[config.mk]
export PLATFORM = sky130hd
export DESIGN_NAME = pipelined_fp_addsub
export DESIGN_NICKNAME = d
export VERILOG_FILES = /design/src/rtl/fp_pkg.sv /design/src/rtl/fp_lzc.sv /design/src/rtl/pipelined_fp_addsub.sv
export SDC_FILE = /design/constraint.sdc
export NUM_CORES = 1
export LEC_CHECK = 0
export ABC_AREA = 1
export BUFFER_PORTS_ARGS = -buffer_cell sky130_fd_sc_hd__buf_2
export CAP_MARGIN = 20
export CORE_MARGIN = 8
export CORE_UTILIZATION = 45
export CTS_CLUSTER_SIZE = 40
export DETAILED_ROUTE_END_ITERATION = 10
export PLACE_DENSITY = 0.66
export SLEW_MARGIN = 20
export SYNTH_ARGS = -nofsm -noshare
export SYNTH_HDL_FRONTEND = slang
export SYNTH_HIERARCHICAL = 1
export SYNTH_SLANG_ARGS = --single-unit
[constraint.sdc]
create_clock -name clk_i -period 6.2 [get_ports clk_i]
set_input_delay 0.62 -clock clk_i [delete_from_list [all_inputs] [get_ports clk_i]]
set_output_delay 0.62 -clock clk_i [all_outputs]
set_load 0.05 [all_outputs]
[src/rtl/fp_pkg.sv]
// fp_pkg: shared widths, operand classes, pipeline control payload and special-value constructors
package fp_pkg;
    localparam int FP_EXP_W = 8;
    localparam int FP_MAN_W = 23;

    typedef enum logic [1:0] {ZERO, NORM, INF, NAN} fp_class_t;

    typedef struct packed {
        logic vld;
        logic sgn;
        logic sub;
        logic nv;
        logic inf;
        logic isgn;
        logic zz;
        logic zsgn;
    } fp_ctl_t;

    function automatic logic [63:0] fp_zero(input int ew, input int mw, input logic s);
        return 64'(s) << (ew + mw);
    endfunction

    function automatic logic [63:0] fp_inf(input int ew, input int mw, input logic s);
        return fp_zero(ew, mw, s) | (((64'd1 << ew) - 64'd1) << mw);
    endfunction

    function automatic logic [63:0] fp_qnan(input int ew, input int mw);
        return fp_inf(ew, mw, 1'b0) | (64'd1 << (mw - 1));
    endfunction

    function automatic fp_class_t fp_classify(input logic ez, input logic eo, input logic fz);
        return ez ? ZERO : !eo ? NORM : fz ? INF : NAN;
    endfunction
endpackage

[src/rtl/fp_lzc.sv]
// fp_lzc: combinational leading-zero counter, returns W for an all-zero vector
module fp_lzc #(
    parameter int W = 27
) (
    input  logic [W-1:0]             vec,
    output logic [$clog2(W+1)-1:0]   cnt
);
    localparam int CW = $clog2(W + 1);

    always_comb begin
        cnt = CW'(W);
        for (int i = 0; i < W; i++)
            if (vec[i]) cnt = CW'(W - 1 - i);
    end
endmodule

[src/rtl/pipelined_fp_addsub.sv]
// pipelined_fp_addsub: 4-stage RNE float add/sub with flush-to-zero and valid/ready backpressure
module pipelined_fp_addsub
    import fp_pkg::*;
#(
    parameter int EXP_W = FP_EXP_W,
    parameter int MAN_W = FP_MAN_W,
    parameter int FTZ   = 1
) (
    input  logic                       clk_i,
    input  logic                       rst_i,
    input  logic                       in_valid_i,
    output logic                       in_ready_o,
    input  logic                       op_i,
    input  logic [EXP_W+MAN_W:0]       a_i,
    input  logic [EXP_W+MAN_W:0]       b_i,
    output logic                       out_valid_o,
    input  logic                       out_ready_i,
    output logic [EXP_W+MAN_W:0]       sum_o,
    output logic [2:0]                 flags_o
);
    localparam int W  = 1 + EXP_W + MAN_W;
    localparam int SW = MAN_W + 4;
    localparam int RW = MAN_W + 1;
    localparam int LW = $clog2(SW + 1);
    localparam logic [W-1:0] QNAN = W'(fp_qnan(EXP_W, MAN_W));

    typedef struct packed {
        fp_ctl_t            c;
        logic [EXP_W-1:0]   ex;
        logic [EXP_W-1:0]   d;
        logic [MAN_W:0]     mx;
        logic [MAN_W:0]     my;
    } s1_t;

    typedef struct packed {
        fp_ctl_t            c;
        logic [EXP_W-1:0]   ex;
        logic [SW-1:0]      xs;
        logic [SW-1:0]      ys;
    } s2_t;

    typedef struct packed {
        fp_ctl_t            c;
        logic [EXP_W-1:0]   ex;
        logic [SW:0]        sum;
    } s3_t;

    s1_t s1, n1;
    s2_t s2, n2;
    s3_t s3, n3;
    logic adv;
    logic sa, sb, swap;
    logic [EXP_W-1:0] ea, eb;
    logic [MAN_W-1:0] fa, fb;
    logic [MAN_W:0] ma, mb;
    fp_class_t ca, cb;
    logic [SW-1:0] ye, ysh, ymask;
    logic [LW-1:0] lz;
    logic [SW-1:0] nrm;
    logic [RW-1:0] rnd;
    logic fin, ovf, unf;
    int ef;
    logic [W-1:0] sum_n;
    logic [2:0] flags_n;

    assign adv        = !out_valid_o || out_ready_i;
    assign in_ready_o = adv;

    always_comb begin
        sa   = a_i[W-1];
        sb   = b_i[W-1] ^ op_i;
        ea   = a_i[W-2:MAN_W];
        eb   = b_i[W-2:MAN_W];
        fa   = a_i[MAN_W-1:0];
        fb   = b_i[MAN_W-1:0];
        ca   = fp_classify(ea == '0 && (FTZ != 0 || fa == '0), &ea, fa == '0);
        cb   = fp_classify(eb == '0 && (FTZ != 0 || fb == '0), &eb, fb == '0);
        ma   = ca == NORM ? {1'b1, fa} : '0;
        mb   = cb == NORM ? {1'b1, fb} : '0;
        swap = {eb, fb} > {ea, fa};
        n1.c.vld  = in_valid_i;
        n1.c.sgn  = swap ? sb : sa;
        n1.c.sub  = sa ^ sb;
        n1.c.nv   = ca == NAN || cb == NAN || (ca == INF && cb == INF && (sa ^ sb));
        n1.c.inf  = ca == INF || cb == INF;
        n1.c.isgn = ca == INF ? sa : sb;
        n1.c.zz   = ca == ZERO && cb == ZERO;
        n1.c.zsgn = sa & sb;
        n1.ex     = swap ? eb : ea;
        n1.d      = swap ? eb - ea : ea - eb;
        n1.mx     = swap ? mb : ma;
        n1.my     = swap ? ma : mb;
    end

    // everything shifted past the sticky position folds into bit 0
    always_comb begin
        ye    = {s1.my, 3'b000};
        ysh   = ye >> s1.d;
        ymask = ~({SW{1'b1}} << s1.d);
        n2.c  = s1.c;
        n2.ex = s1.ex;
        n2.xs = {s1.mx, 3'b000};
        n2.ys = 32'(s1.d) >= MAN_W + 3 ? {{(SW-1){1'b0}}, |s1.my}
                                       : {ysh[SW-1:1], ysh[0] | (|(ye & ymask))};
    end

    always_comb begin
        n3.c   = s2.c;
        n3.ex  = s2.ex;
        n3.sum = s2.c.sub ? {1'b0, s2.xs} - {1'b0, s2.ys} : {1'b0, s2.xs} + {1'b0, s2.ys};
    end

    fp_lzc #(.W(SW)) u_lzc (
        .vec (s3.sum[SW-1:0]),
        .cnt (lz)
    );

    // nrm's top bit is the hidden one, so it is clear only for an exact zero sum
    always_comb begin
        nrm     = s3.sum[SW] ? {s3.sum[SW:2], |s3.sum[1:0]} : s3.sum[SW-1:0] << lz;
        rnd     = {1'b0, nrm[SW-2:3]} + RW'(nrm[2] & (nrm[1] | nrm[0] | nrm[3]));
        ef      = int'(s3.ex) + (s3.sum[SW] ? 1 : -int'(lz)) + int'(rnd[MAN_W]);
        fin     = !s3.c.nv && !s3.c.inf && !s3.c.zz && nrm[SW-1];
        ovf     = fin && ef >= (1 << EXP_W) - 1;
        unf     = fin && ef <= 0;
        sum_n   = s3.c.nv  ? QNAN
                : s3.c.inf ? W'(fp_inf(EXP_W, MAN_W, s3.c.isgn))
                : s3.c.zz  ? W'(fp_zero(EXP_W, MAN_W, s3.c.zsgn))
                : !fin     ? '0
                : ovf      ? W'(fp_inf(EXP_W, MAN_W, s3.c.sgn))
                : unf      ? W'(fp_zero(EXP_W, MAN_W, s3.c.sgn))
                : {s3.c.sgn, ef[EXP_W-1:0], rnd[MAN_W-1:0]};
        flags_n = s3.c.vld ? {s3.c.nv, ovf, unf} : 3'b000;
    end

    always_ff @(posedge clk_i or posedge rst_i) begin
        if (rst_i) begin
            s1          <= '0;
            s2          <= '0;
            s3          <= '0;
            out_valid_o <= 1'b0;
            sum_o       <= '0;
            flags_o     <= '0;
        end else if (adv) begin
            s1          <= n1;
            s2          <= n2;
            s3          <= n3;
            out_valid_o <= s3.c.vld;
            sum_o       <= sum_n;
            flags_o     <= flags_n;
        end
    end
endmodule

==> results of run 1 <==
per-layer routing:
| metal | wire [µm] | GRT usage, % |
|---|---|---|
| met5 | 0 | 0 |
| met4 | 1590 | 6.88 |
| met3 | 3620 | 3.05 |
| met2 | 27700 | 40.7 |
| met1 | 28600 | 35.6 |
worst max-delay path by stage:
stage	to	slack, ns	cells after the start
floorplan	sum_o[0]	0.98	61
global placement	sum_o[15]	0.27	59
detailed placement	sum_o[12]	0.14	59
CTS	sum_o[12]	0.16	58
global route	sum_o[7]	-0.35	61
finish	sum_o[7]	0.22	33
layout make-up:
type	instances	area, µm²	area share (%)
flip-flops and latches	218	5460	26.6
multi-input cells	2143	11200	54.5
well taps	525	657	3.20
clock buffers	34	709	3.46
inverters	308	1190	5.78
repair buffers	180	1170	5.69
clock inverters	12	161	0.787
cells by family after synthesis:
kind of cell,count (synthesis)
xor gates and xnor gates,41
DFF,218
muxes,3
AOI/OAI and AO/OA,551
and+or+nand+nor,1445
buffers and inverters,446
adders and majority gates,103
registers in the layout, summed over array words and instances (netlist names):
register and count:
flags_o 3, n2 40, n3 16, out_valid_o 1, s3 43, sum_o 32
s1 32, s2 51
what timing repair did:
item | CTS | global route
gates resized for setup | 0 | 129
setup buffers | 0 | 30
endpoints found under the hold margin | 0 | 0
setup endpoints to repair | 0 | 33
placed cells by master, fill, tap and decap left out, types with 16 or more instances in the layout:
| cell type | synthesis | routed |
|---|---|---|
| a21oi_1 | 148 | 144 |
| buf_2 | 23 | 105 |
| buf_4 | 5 | 68 |
| clkbuf_16 | 0 | 27 |
| dfrtp_1 | 218 | 218 |
| ha_1 | 98 | 98 |
| inv_1 | 292 | 285 |
| nand2_1 | 892 | 848 |
| nand2_2 | 8 | 45 |
| nand3_1 | 196 | 172 |
| nand3_2 | 4 | 24 |
| nand4_1 | 40 | 40 |
| nor2_1 | 219 | 213 |
| nor3_1 | 26 | 24 |
| nor4_1 | 23 | 23 |
| o21ai_0 | 279 | 276 |
| o21ai_1 | 25 | 19 |
| or2_2 | 16 | 16 |
| xor2_1 | 29 | 29 |
power groups by stage:
stage	Clock, mW	Combinational [mW]	Sequential (mW)
floorplan	0	5.02	2.54
global placement	0	6.99	2.49
detailed placement	0	7.05	2.50
CTS	1.60	7.08	2.48
global route	1.65	8.95	2.55
finish	1.57	8.03	2.49
worst max-delay path, delay by kind of cell (launching register included):
family                   cells  cell delay [ns]
XOR/XNOR                     1             0.12
buffers and inverters        4             0.58
AND/OR/NAND/NOR             23             3.27
flip-flops                   1             0.51
adder cells (fa/ha/maj)      2             0.63
AO/OA/AOI/OAI                3             0.74
metrics by stage:
step	instances	worst slack, ns	power [mW]	hold slack, ns
global route	3420	-0.348	13.2	0.0639
floorplan	2807	0.984	7.56	0.437
global placement	3341	0.273	9.48	0.454
detailed placement	3341	0.144	9.55	0.450
finish	3420	0.216	12.1	0.0518
CTS	3387	0.161	11.2	0.254
==> qor.txt, run 1 <==
Syn Area/Cell -> 6.39 µm²
vias per inst -> 5.51
CP Launch Type -> register
largest area contributor in the netlist -> dfrtp_1
GPL Wtd Cong -> 0.957
Internal Power -> 5.53 mW
reg-to-reg setup timing slack -> 0.22 ns
Commonest cells post-synth -> nand2_1 (892), inv_1 (292), o21ai_0 (279)
multiplexer area fraction after synthesis -> 0.167%
CP Class -> reg2reg
Syn-to-layout area delta -> 14.3%
DRT iter0 DRCs -> 1569
Synth Area in XOR/XNOR -> 2.00%
CORE AREA -> 39500 µm²
CTS tree -> yes
syn nets -> 2979
GRT Total Usage -> 25.3%
top cells by area, synth -> dfrtp_1 (30%), nand2_1 (19%), o21ai_0 (7.8%), ha_1 (6.8%), inv_1 (6.1%)
largest net degree at the start of global routing -> 112
library cells used by synthesis -> 57
I/O Buffers -> 105
Inserted Diodes -> 0
Starting Density -> 45.4%
Max Freq -> 167 MHz
post-route antenna net violation count -> 0
crit share post-route -> 96.5%
crit path max-delay cell type -> a21boi_2
Seq pwr share -> 20.6%
status -> completed
clk_lat worst skew -> 0.56 ns
switching share of total power -> 54.2%
worst-path fanout max -> 12
clock network power share -> 13.0%
Tmin final -> 5.98 ns
dpl cell area -> 18900 µm²
Worst Hold Class -> in2async
drt drc -> 0
Pleak -> 10.4 nW
Setup crit end kind -> register
number of I/O pins -> 106
# H-tree levels -> 1
Synth Register Bits -> 218
Comb power frac -> 66.4%
crit path from -> s3[10]
DR vias -> 18800
Die Span X -> 216 µm
GRT overflow -> 0
Post-Synthesis Cells -> 2807
CP required -> 6.64 ns
Primary FF master, synth -> dfrtp_1
count leader, synth -> nand2_1
largest family of logic cells by synthesized area -> simple AND/OR/NAND/NOR gates
number of global-route vias before repair -> 18000
post-synth top area share -> 30.4%
wire length per cell -> 18.0 µm
VDD IR max -> 0.239 mV
FF-to-FF End -> sum_o[7]
MaxCap Viol Count -> 0
Final Util -> 51.9%
Fillers -> 4040
Root Buffer -> clkbuf_16
first-pass iteration count of the detailed router -> 6
HPWL Detailed -> 47000 µm
Power Dens Cells -> 590 nW/µm²
Hold Buf Count CTS -> 0
r2r startpoint -> s3[10]
Synth Warn # -> 6
Clock transition at path regs -> 0.06 ns
part of the Yosys area used for sequential elements -> 30.4%
Clock Sinks -> 218
Die ar. -> 46500 µm²
Crit path largest cell delay -> 0.55 ns
Post-synth ARST share -> 100%
RSZ-0062 raised after global routing -> yes
Register-to-Register Path Depth -> 33
design area -> 20500 µm²
CTS max path bufs -> 3
Die H -> 216 µm
CTS Buf Count -> 25
Synth Area in Compound Gates -> 16.7%
post-synthesis adder-cell area fraction -> 7.39%
Rows -> 73
Final Max Slew Viols -> 0
setup_tns -> 0 ns
critical path's most frequent cell -> nand2_2
initial antenna violation count -> 0
Worst Path Arrival -> 6.42 ns
NetSw -> 6.56 mW
first-pass GRT wire length -> 97600 µm
share of cells above drive strength 1 -> 13.2%
NumNets Final -> 3048
simple-gate share of the synthesized area -> 33.5%
clk_skew -> 0.0193 ns
Post-synth EDFFs -> 0
final WL -> 61500 µm
final hold violations -> 0
Cell Area, Synth -> 17900 µm²
Rel. slew slack -> 33.5%
Slew @ Worst Pin -> 0.997 ns
Setup-failing EPs final -> 0
No activity file was read; power rests on OpenSTA's default activity.
==> run 2, diff against run 1 <==
- ABC_AREA: 1 -> unset
- CELL_PAD_IN_SITES_DETAIL_PLACEMENT: unset -> 1
- CELL_PAD_IN_SITES_GLOBAL_PLACEMENT: unset -> 1
- CORE_UTILIZATION: 45 -> 43
- GPL_TIMING_DRIVEN: unset -> 0
- PLACE_DENSITY: 0.66 -> 0.8
==> qor.txt, run 2 <==
status -> finished, violations left
failing checks -> negative setup slack
Clock transition at path regs -> 0.06 ns
share of cells above drive strength 1 -> 15.9%
Cells after DPL -> 2764
most frequent cells in the layout -> nand2_1 (326), dfrtp_1 (209), nor2_1 (148)
dpl cell area -> 18800 µm²
post-synth top area share -> 31.2%
DRT iter0 DRCs -> 1520
syn nets -> 2292
clk_skew -> 0.0193 ns
final hold violations -> 0
setup_tns -> -8.12 ns
Setup crit end kind -> register
Slew @ Worst Pin -> 1.05 ns
first-pass iteration count of the detailed router -> 6
clock network power share -> 12.7%
post-route antenna net violation count -> 0
Rows -> 74
clk_lat worst skew -> 0.58 ns
Pleak -> 9.02 nW
CTS max path bufs -> 3
DR vias -> 18000
VDD IR max -> 0.275 mV
Seq pwr share -> 21.1%
GRT Total Usage -> 30.0%
crit path max-delay cell type -> o311ai_0
total power -> 12.5 mW
RSZ-0062 raised after global routing -> yes
CP Buf/Inv Count -> 3
CTS tree -> yes
Max Freq -> 154 MHz
Die H -> 218 µm
Hold Buf Count CTS -> 0
switching share of total power -> 51.5%
GPL Wtd Cong -> 0.953
CORE AREA -> 40500 µm²
Post-synth EDFFs -> 0
Synth Register Bits -> 218
library cells used by synthesis -> 91
Setup-failing EPs final -> 32
Post-Layout Cell Count -> 2856
# H-tree levels -> 1
Die Span X -> 218 µm
MaxCap Viol Count -> 0
Syn-to-layout area delta -> 17.6%
reg-to-reg setup timing slack -> -0.30 ns
GRT overflow -> 0
first-pass GRT wire length -> 113000 µm
Syn Area/Cell -> 8.24 µm²
design area -> 20500 µm²
leading cell type in the layout, fill and taps excluded -> nand2_1
worst-path fanout max -> 10
Power Dens Cells -> 606 nW/µm²
Internal Power -> 6.04 mW
drt drc -> 0
Worst path top cell family by delay -> compound AO/OA/AOI/OAI gates
part of the Yosys area used for sequential elements -> 31.2%
Root Buffer -> clkbuf_16
Tmin final -> 6.50 ns
initial antenna violation count -> 0
Crit path largest cell delay -> 0.67 ns
HPWL Detailed -> 55000 µm
Cell Area, Synth -> 17500 µm²
Worst Path Arrival -> 6.96 ns
I/O Buffers -> 105
crit share post-route -> 105%
Die ar. -> 47300 µm²
Worst Hold Class -> in2async
top cells by area, synth -> dfrtp_1 (31%), nand2_1 (7.0%), ha_1 (7.0%), mux2i_1 (3.4%), a21oi_1 (3.3%)
wire length per cell -> 25.5 µm
Rel. slew slack -> 30.0%
Post-synth ARST share -> 100%
number of I/O pins -> 106
Primary FF master, synth -> dfrtp_1
Biggest register -> s2
CP Launch Type -> register
Commonest cells post-synth -> nand2_1 (327), dfrtp_1 (218), nor2_1 (153)
worst-path cell chain -> nor2_1 -> o311ai_1 -> a311o_1 -> a21oi_4 -> buf_4 -> buf_4 -> or2_1 -> o22ai_1 -> o311ai_0 -> a31oi_1 -> nand3_1 -> nor3_4 -> fa_2 -> a21oi_1 -> o2111ai_1 -> a21oi_1 -> o21ai_0 -> a31oi_2 -> nand2b_2 -> nor2_4 -> and3_4 -> buf_4 -> a22o_1
Comb power frac -> 66.2%
Post-Synthesis Cells -> 2120
Inserted Diodes -> 0
largest net degree at the start of global routing -> 34
vias per inst -> 6.31
CTS Buf Count -> 27
Clock Sinks -> 218
Synth Warn # -> 6
largest area contributor in the netlist -> dfrtp_1
NumNets Final -> 2475
Final Max Slew Viols -> 0
CP required -> 6.66 ns
critical path's most frequent cell -> buf_4
number of global-route vias before repair -> 18800
Largest register FFs -> 51
final WL -> 72900 µm
count leader, synth -> nand2_1
Starting Density -> 43.2%
CP Class -> reg2reg
final worst slack -> -0.302 ns
Hold Slack -> 0.157 ns
NetSw -> 6.41 mW
[run 2: path summary, 6_finish.rpt]
kind | endpoint | start | cells after the start
setup reg to reg | sum_o[19] | s3[10] | 23
setup / recovery | sum_o[19] | s3[10] | 23
hold reg to reg | n3[28] | n3[28] | 2
min in group clk_i | n2[69] | in_valid_i | 3
hold / removal | s2[8] | rst_i | 2
max in group asynchronous | n2[66] | rst_i | 5
[run 2: routing by layer]
layer | GRT usage [%] | vias to the layer above | part of all wire (%)
met3 | 4.80 | 148 | 6.3
li1 | - | 8026 | -
met4 | 9.20 | 0 | 3.0
met1 | 40.1 | 9158 | 43
met2 | 49.4 | 684 | 47
met5 | 0 | - | 0
[run 2: power groups by stage]
stage | logic (mW) | clock network, mW | registers, mW
final | 8.25 | 1.58 | 2.63
after global routing | 8.80 | 1.65 | 2.69
after CTS | 7.76 | 1.59 | 2.59
after detailed placement | 7.10 | 0 | 2.62
after global placement | 6.89 | 0 | 2.59
after floorplan | 4.81 | 0 | 2.67
[run 2: per-stage QoR]
stage          setup slack (ns)  util, %
4_1_cts                  -0.225     50.2
3_5_place_dp              -1.65     46.5
5_1_grt                  -0.429     50.8
2_1_floorplan             0.219        -
3_3_place_gp              -1.30     46.1
6_report                 -0.302     50.8
[run 2: logic make-up after synthesis]
| logic type | Yosys count | synth area share, % |
|---|---|---|
| adder cells (fa/ha/maj) | 103 | 7.59 |
| AND/OR/NAND/NOR | 833 | 22.5 |
| flip-flops | 218 | 31.2 |
| AO/OA/AOI/OAI | 543 | 21.2 |
| XOR/XNOR | 50 | 2.51 |
| multiplexers | 110 | 8.80 |
| buffers and inverters | 263 | 6.20 |
[run 2: layout make-up]
| class | count | area [µm²] |
|---|---|---|
| Buffer | 140 | 667 |
| Fill cell | 4902 | 19900 |
| Clock inverter | 12 | 85.1 |
| Inverter | 121 | 463 |
| Sequential cell | 218 | 5470 |
| Multi-Input combinational cell | 1639 | 11300 |
| Clock buffer | 38 | 797 |
| Tap cell | 532 | 666 |
| Timing Repair Buffer | 156 | 1060 |
[run 2: what timing repair did]
item / in CTS / in global routing
resized for setup: 75 / 43
pin swaps: 26 / 17
cloned: 2 / 0
endpoints found under the setup margin: 33 / 33
buffers inserted: 30 / 13
